[config.mk]
export PLATFORM = sky130hd
export DESIGN_NAME = pipe_stage_skid_flat
export DESIGN_NICKNAME = d
export VERILOG_FILES = /design/src/rtl/pipe_stage_skid_if.sv /design/src/rtl/pipe_stage_skid.sv /design/src/flat_wrapper.sv
export SDC_FILE = /design/constraint.sdc
export NUM_CORES = 1
export LEC_CHECK = 0
export ABC_AREA = 1
export CAP_MARGIN = 30
export CORE_MARGIN = 3
export CORE_UTILIZATION = 38
export DETAILED_ROUTE_END_ITERATION = 7
export DONT_BUFFER_PORTS = 1
export RECOVER_POWER = 50
export SYNTH_ARGS = -nofsm -noshare
export SYNTH_HDL_FRONTEND = slang
export SYNTH_SLANG_ARGS = --single-unit
[constraint.sdc]
create_clock -name Clock -period 1.64 [get_ports Clock]
set_input_delay 0.41 -clock Clock [delete_from_list [all_inputs] [get_ports Clock]]
set_output_delay 0.41 -clock Clock [all_outputs]
set_load 0.005 [all_outputs]
[src/rtl/pipe_stage_skid_if.sv]
// pipe_stage_skid_if -- valid/ready handshake bundle for one pipeline stage.
// The master modport is the side that offers payloads upstream and consumes
// them downstream; the slave modport is the stage itself.
interface pipe_stage_skid_if #(
    parameter int unsigned WIDTH = 32
);
    logic             InValid;
    logic             InReady;
    logic [WIDTH-1:0] InData;
    logic             OutValid;
    logic             OutReady;
    logic [WIDTH-1:0] OutData;

    modport master (
        output InValid,
        output InData,
        output OutReady,
        input  InReady,
        input  OutValid,
        input  OutData
    );

    modport slave (
        input  InValid,
        input  InData,
        input  OutReady,
        output InReady,
        output OutValid,
        output OutData
    );
endinterface

[src/rtl/pipe_stage_skid.sv]
// pipe_stage_skid -- two-entry skid pipeline stage (main + skid register).
// InReady is registered so OutReady never reaches it combinationally; the
// skid register absorbs the one payload that can arrive while a stall is
// being signalled upstream.
// Optional macro PIPE_STAGE_SKID_PERF_EN adds saturating StallCount and
// FlushCount outputs. WIDTH must match the WIDTH of the connected interface.
module pipe_stage_skid #(
    parameter int unsigned         WIDTH        = 32,
    parameter logic [WIDTH-1:0]    BUBBLE_VALUE = '0
) (
    input  logic                   Clock,
    input  logic                   Reset,
    input  logic                   Flush,
    pipe_stage_skid_if.slave       bus,
    output logic [1:0]             Occupancy
`ifdef PIPE_STAGE_SKID_PERF_EN
    ,
    output logic [15:0]            StallCount,
    output logic [15:0]            FlushCount
`endif
);

    // Held-payload states; the state alone carries both valid bits, which
    // makes "skid valid without main valid" unrepresentable.
    typedef enum logic [1:0] {
        stEmpty = 2'd0,
        stMain  = 2'd1,
        stFull  = 2'd2
    } stageState_t;

    stageState_t      stateQ, stateD;
    logic [WIDTH-1:0] mainDataQ, mainDataD;
    logic [WIDTH-1:0] skidDataQ, skidDataD;
    logic             inReadyQ;
    logic             mainValid;
    logic             skidValid;
    logic             accept;
    logic             emit;

    assign mainValid = (stateQ != stEmpty);
    assign skidValid = (stateQ == stFull);
    assign accept    = bus.InValid && inReadyQ;
    assign emit      = mainValid && bus.OutReady;

    assign bus.InReady  = inReadyQ;
    assign bus.OutValid = mainValid;
    assign bus.OutData  = mainDataQ;
    assign Occupancy    = {1'b0, mainValid} + {1'b0, skidValid};

    // Next-state and data-path steering; flush discards everything held and offered.
    always_comb begin
        stateD    = stateQ;
        mainDataD = mainDataQ;
        skidDataD = skidDataQ;
        if (Flush) begin
            stateD    = stEmpty;
            mainDataD = BUBBLE_VALUE;
            skidDataD = BUBBLE_VALUE;
        end else begin
            case (stateQ)
                stEmpty: begin
                    if (accept) begin
                        stateD    = stMain;
                        mainDataD = bus.InData;
                    end
                end
                stMain: begin
                    if (accept && emit) begin
                        mainDataD = bus.InData;
                    end else if (accept) begin
                        stateD    = stFull;
                        skidDataD = bus.InData;
                    end else if (emit) begin
                        stateD = stEmpty;
                    end
                end
                stFull: begin
                    // InReady is low here, so only an emit can occur.
                    if (emit) begin
                        stateD    = stMain;
                        mainDataD = skidDataQ;
                        skidDataD = BUBBLE_VALUE;
                    end
                end
                default: begin
                    stateD = stEmpty;
                end
            endcase
        end
    end

    // State and payload registers; InReady is registered from the next state.
    always_ff @(posedge Clock) begin
        if (Reset) begin
            stateQ    <= stEmpty;
            mainDataQ <= BUBBLE_VALUE;
            skidDataQ <= BUBBLE_VALUE;
            inReadyQ  <= 1'b1;
        end else begin
            stateQ    <= stateD;
            mainDataQ <= mainDataD;
            skidDataQ <= skidDataD;
            inReadyQ  <= (stateD != stFull);
        end
    end

`ifdef PIPE_STAGE_SKID_PERF_EN
    // Saturating stall and flush event counters.
    always_ff @(posedge Clock) begin
        if (Reset) begin
            StallCount <= '0;
            FlushCount <= '0;
        end else begin
            if (mainValid && !bus.OutReady && (StallCount != '1)) begin
                StallCount <= StallCount + 16'd1;
            end
            if (Flush && (FlushCount != '1)) begin
                FlushCount <= FlushCount + 16'd1;
            end
        end
    end
`else
    // Performance counters are not built in this configuration.
`endif

endmodule

[src/flat_wrapper.sv]
// flat-port wrapper written by rule: the top's interface ports become plain ports
module pipe_stage_skid_flat 
#(
    parameter int unsigned         WIDTH        = 32,
    parameter logic [WIDTH-1:0]    BUBBLE_VALUE = '0
)
  (Clock, Reset, Flush, Occupancy, bus_InValid, bus_InData, bus_OutReady, bus_InReady, bus_OutValid, bus_OutData);
  pipe_stage_skid_if #(.WIDTH(WIDTH)) bus_i ();
  input  logic Clock;
  input  logic Reset;
  input  logic Flush;
  output logic [1:0] Occupancy;
  input wire logic [$bits(bus_i.InValid)-1:0] bus_InValid;
  input wire logic [$bits(bus_i.InData)-1:0] bus_InData;
  input wire logic [$bits(bus_i.OutReady)-1:0] bus_OutReady;
  output wire logic [$bits(bus_i.InReady)-1:0] bus_InReady;
  output wire logic [$bits(bus_i.OutValid)-1:0] bus_OutValid;
  output wire logic [$bits(bus_i.OutData)-1:0] bus_OutData;
  assign bus_i.InValid = bus_InValid;
  assign bus_i.InData = bus_InData;
  assign bus_i.OutReady = bus_OutReady;
  assign bus_InReady = bus_i.InReady;
  assign bus_OutValid = bus_i.OutValid;
  assign bus_OutData = bus_i.OutData;
  pipe_stage_skid #(.WIDTH(WIDTH), .BUBBLE_VALUE(BUBBLE_VALUE)) u_core (.Clock(Clock), .Reset(Reset), .Flush(Flush), .bus(bus_i), .Occupancy(Occupancy));
endmodule
==> results.md, run 1 <==
* Antenna violations before repair at 0
* Area leader, netlist: dfxtp_1
* Gpl congestion at 0.717
* Mapped Nets at 566
* Ys Warns at 0
* Clock Sinks at 67
* Buf+Inv Stages, Crit Path at 3
* Core area at 0.00793 mm^2
* Die area at 0.00955 mm^2
* DRT Pass-1 Iters at 4
* Crit path arrival time at 1.12 ns
* Max Root-Sink Buffers at 2
* Most frequent cells in the layout: 152 x nand2_1, 128 x nor2_1, 85 x inv_1
* # fillers at 854
* CTS Buf Count at 9
* # diodes at 0
* Via density at 4.55
* CP Cell Sequence: inv_2 -> nand2_2 -> buf_8 -> inv_6
* Worst-Margin Slew at 0.528 ns
* TritonCTS clock tree: built
* Peak Freq at 0.653 GHz
* Core Util, Final at 0.449
* Dpl hpwl at 4950 um
* Worst setup margin at 0.108 ns
* IO buf count at 0
* Vias in the first global route at 2794
* Fin Setup TNS at 0 ns
* Total global routing overflow at 0
* Clk_lat worst skew at 0.34 ns
* Clk root buf: clkbuf_8
* Synth top area share at 0.420
* Cell area after synthesis at 0.00320 mm^2
* First-pass GRT wire length at 12500 um
* CP Class: flop to output pin
* Final nets at 563
* Clk slew on worst S/H paths at 0.07 ns
* I/O pins at 73
* Synth Register Bits at 67
* Die width at 97.7 um
* Hold_buf cts at 0
* Largest net degree at the start of global routing at 39
* Commonest non-fill, non-tap cell in the layout: nand2_1
* Dominant cells by area after synthesis: dfxtp_1 42%, nand2_1 18%, nor2_1 15%, inv_1 9.9%, nand3_1 5.5%
* Headroom to the max-slew limit at 0.647
* CP Data Required Time at 1.23 ns
* Worst VDD drop at 0.000405 V
* Outcome: finished clean
* Post-Synthesis Cells at 529
* Setup Skew at 0.0100 ns
* Sequential share of the synthesized area at 0.420
* Die height at 97.7 um
* H-tree depth at 3
* Tcrit/Tclk final at 0.934
* Slowest Stage Delay on Critical Path at 0.35 ns
* Slew Limit Fails at 0
* Worst setup SP type: flop
* Routed vias at 2883
* Power Density at 1040 mW/mm^2
* Starting Density at 0.403
* Wirelength per Cell at 11.5 um
* CP endpoint kind: output pin
* Tmin final at 1.53 ns
* Final ANT Viol Nets at 0
* Worst min path class: input pin to flop
* GRT Util Overall at 0.160
* Total Wirelength at 7260 um
* Worst path slowest cell: dfxtp_2
* RSZ-0062 raised after global routing: no
* Leakage at 0.00184 uW
* Crit Path Max Fanout at 19
* Dpl ws at 0.137 ns
* Distinct cells, synth at 17
* Top delay family on crit path: buffers and inverters
* Syn avg cell area at 6.04 um^2
* # setup viols final at 0
* Number of remaining DRC errors at 0
* Finished layout cell area at 0.00356 mm^2
* Placed instance area at 0.00332 mm^2
* Iter 0 DRT Violations at 87
* # Max-Cap Violations at 0
* Area grow syn2layout at 11.5%
* Layout cell share with drive strength beyond 1 at 0.0716
* Hold Vio Cnt, Final at 0
* Rows at 32
[flip-flops by register name (all words and copies together), names as in the netlist]
register	cells
u_core.bus.InReady	1
u_core.stateQ	2
u_core.bus.OutData	32
u_core.skidDataQ	32
[synth_stat cells]
cell,number
nand2_1,153
nor2_1,129
inv_1,84
dfxtp_1,67
nand3_1,35
o21ai_1,19
clkbuf_1,12
buf_2,6
o21ai_0,6
buf_1,4
buf_4,4
inv_2,3
nand2_2,2
nand3_2,2
a21oi_1,1
nor2_2,1
nor3_1,1
[area by class of cell]
| class | count | area [um^2] | share of cell area |
|---|---|---|---|
| inverters | 87 | 332 | 0.0930 |
| clock inverters | 6 | 113 | 0.0316 |
| multi-input cells | 349 | 1410 | 0.396 |
| clock buffers | 10 | 138 | 0.0386 |
| flip-flops and latches | 67 | 1340 | 0.377 |
| repair buffers | 12 | 97.6 | 0.0274 |
| well taps | 102 | 128 | 0.0358 |
[cell families (layout without fill, tap and decap cells)]
kind of cell           Yosys count  in the layout  share of synthesized area
AO/OA/AOI/OAI                   26             26                     0.0407
AND/OR/NAND/NOR                323            323                      0.400
buffers and inverters          113            115                      0.140
flip-flops                      67             67                      0.420
[path summary, 6_finish.rpt]
kind,slack [ns],end,depth (start not counted),from
worst max register to register,0.21,u_core.skidDataQ[7]$_SDFFE_PP0P_,6,u_core.stateQ[1]$_SDFF_PP0_
worst min-delay path,0.25,u_core.stateQ[0]$_SDFF_PP0_,3,Reset
worst min register to register,0.49,u_core.skidDataQ[6]$_SDFFE_PP0P_,2,u_core.skidDataQ[6]$_SDFFE_PP0P_
worst max-delay path,0.11,Occupancy[1],4,u_core.stateQ[0]$_SDFF_PP0_
[through the flow]
step / total power, uW / cells / hold slack (ns)
final: 3710 / 633 / 0.252
after global routing: 3880 / 633 / 0.236
after CTS: 3760 / 633 / 0.237
after detailed placement: 2040 / 617 / 0.475
after global placement: 2030 / 617 / 0.464
after floorplan: 1970 / 529 / 0.455
[layer usage]
layer / track usage / vias up / share of wire
li1: - / 1545 / -
met1: 0.186 / 1267 / 0.46
met2: 0.267 / 67 / 0.46
met3: 0.0653 / 4 / 0.064
met4: 0.0511 / 0 / 0.0088
met5: 0 / - / 0
[power breakdown]
group          switching, uW  internal (uW)
Clock                    664           1050
Sequential              31.1           1670
Combinational            190           96.1
Total                    885           2820
[repair_timing]
action | CTS | global route
endpoints found under the setup margin | 1 | 1
gates resized for setup | 3 | 3
cloned | 0 | 0
setup buffers | 0 | 0
[worst min-delay path: stages]
cell and delay, ns:
nor2_4 0.02, nand2_1 0.07, a21oi_1 0.05
Power figures use the tool's default switching activity.
==> run 2, diff against run 1 <==
- CORE_UTILIZATION: 38 -> 50
- CTS_CLUSTER_DIAMETER: not set -> 80
==> run 2 against run 1 <==
Effect of this change:
- non-clock buffer count shrank 2
- global-route usage rose by 4.1 points
- clock-buffer cell count increased by 3
- clock power shrank 27%
- critical endpoint unchanged
- largest cell class unchanged
- highest routed layer unchanged
==> results.md, run 2 (synthesis results as in run 1) <==
* Layout cell share with drive strength beyond 1 at 0.0663 (-0.00528)
* CTS Buf Count at 9 (unchanged)
* Clock Sinks at 67 (unchanged)
* Crit path arrival time at 1.13 ns (about the same)
* Largest net degree at the start of global routing at 48 (+23%)
* Gpl congestion at 0.832 (+16%)
* Final ANT Viol Nets at 0 (unchanged)
* Tmin final at 1.54 ns (+0.00822 ns)
* Fin Setup TNS at 0 ns (unchanged)
* Vias in the first global route at 2629 (-5.9%)
* # setup viols final at 0 (unchanged)
* Clk slew on worst S/H paths at 0.07 ns (about the same)
* Die area at 0.00739 mm^2 (-23%)
* I/O pins at 73 (unchanged)
* Most frequent cells in the layout: 151 x nand2_1, 129 x nor2_1, 84 x inv_1
* Clk root buf: clkbuf_8
* # Max-Cap Violations at 0 (unchanged)
* Rows at 28 (-13%)
* Hold Vio Cnt, Final at 0 (unchanged)
* # fillers at 634 (-26%)
* Worst-Margin Slew at 0.387 ns (-0.141 ns)
* Worst Setup SP: u_core.stateQ[0]$_SDFF_PP0_
* Iter 0 DRT Violations at 112 (+29%)
* Finished layout cell area at 0.00348 mm^2 (-2.3%)
* Die width at 85.9 um (-12%)
* RSZ-0062 raised after global routing: no
* Via density at 4.73 (+3.8%)
* DRT Pass-1 Iters at 4 (unchanged)
* Routed vias at 2850 (-1.1%)
* Final nets at 561 (-0.36%)
* IO buf count at 0 (unchanged)
* Max Root-Sink Buffers at 2 (unchanged)
* First-pass GRT wire length at 11900 um (-4.6%)
* CP endpoint kind: output pin
* Dpl ws at 0.123 ns (-0.0142 ns)
* Worst setup SP type: flop
* Dpl hpwl at 4520 um (-8.8%)
* Starting Density at 0.527 (+0.124)
* Area grow syn2layout at 8.97%
* Post-CTS setup buffers at 0 (unchanged)
* Total Wirelength at 6950 um (-4.4%)
* Die height at 85.9 um (-12%)
* H-tree depth at 3 (unchanged)
* DP Cell Count at 588 (-4.7%)
* Hold_buf cts at 0 (unchanged)
* Post-cts sizing count at 2 (-1)
* Wirelength per Cell at 11.5 um (+0.41%)
* Crit Path Max Fanout at 9 (-10)
* Peak Freq at 0.649 GHz (-0.53%)
* Antenna violations before repair at 0 (unchanged)
* Hold Crit Start: Reset
* GRT Util Overall at 0.201 (+0.0413)
* Setup Skew at 0.00576 ns (-0.00424 ns)
* Core Util, Final at 0.575 (+0.125)
* CP Class: flop to output pin
* Tcrit/Tclk final at 0.939 (+0.00501)
* Total global routing overflow at 0 (unchanged)
* Worst setup margin at 0.100 ns (-0.00822 ns)
* Cell Count, Final, Fillers Out at 603 (-4.7%)
* # diodes at 0 (unchanged)
* Placed instance area at 0.00330 mm^2 (-0.34%)
* TritonCTS clock tree: built
* Power Density at 936 mW/mm^2 (-10%)
* Worst VDD drop at 0.000530 V (+31%)
* Slew Limit Fails at 0 (unchanged)
* Number of remaining DRC errors at 0 (unchanged)
* Outcome: finished clean
* Commonest non-fill, non-tap cell in the layout: nand2_1
* Worst min path class: input pin to flop
* Headroom to the max-slew limit at 0.742 (+0.0951)
* FF-to-FF Start: u_core.stateQ[0]$_SDFF_PP0_
* Leakage at 0.00182 uW (-0.94%)
* Clk_lat worst skew at 0.34 ns (about the same)
* CP Data Required Time at 1.23 ns (about the same)
* Core area at 0.00606 mm^2 (-24%)
[run 2: where the power goes]
part / switching, uW / internal [uW] / leakage, uW / total (uW)
Combinational: 193 / 99.4 / 0.00118 / 293
Sequential: 29.8 / 1670 / 0.000545 / 1700
Clock: 603 / 661 / 0.0000953 / 1260
Total: 826 / 2430 / 0.00182 / 3260
[run 2: stage by stage]
stage                     hold slack (ns)  total power [uW]
after CTS                           0.252              3300
after floorplan                     0.455              1970
after global placement              0.466              2040
final                               0.259              3260
after detailed placement            0.478              2040
after global routing                0.273              3440
[run 2: final cells by class]
type / instances / area (um^2) / area share
clock inverters: 2 / 10.0 / 0.00287
well taps: 75 / 93.8 / 0.0269
flip-flops and latches: 67 / 1340 / 0.386
repair buffers: 10 / 113 / 0.0323
multi-input cells: 349 / 1430 / 0.410
inverters: 87 / 327 / 0.0938
clock buffers: 13 / 169 / 0.0485
[run 2: worst max-delay path, cell delays in order, from the launching register on]
cell     delay (ns)
dfxtp_1        0.42
inv_2          0.10
nand2_4        0.14
inv_2          0.13
[run 2: worst paths after layout]
kind / to / slack [ns] / depth (start not counted)
worst max register to register: u_core.bus.OutData[8]$_SDFFE_PP0P_ / 0.23 / 6
worst min register to register: u_core.skidDataQ[12]$_SDFFE_PP0P_ / 0.49 / 2
worst min-delay path: u_core.stateQ[0]$_SDFF_PP0_ / 0.26 / 3
worst max-delay path: Occupancy[1] / 0.10 / 3
[run 2: metal layers]
layer | global-route usage | wire length, um | share of wire
met3 | 0.0451 | 330 | 0.048
met5 | 0 | 0 | 0
met2 | 0.330 | 3190 | 0.46
met4 | 0.0777 | 114 | 0.016
met1 | 0.255 | 3310 | 0.48
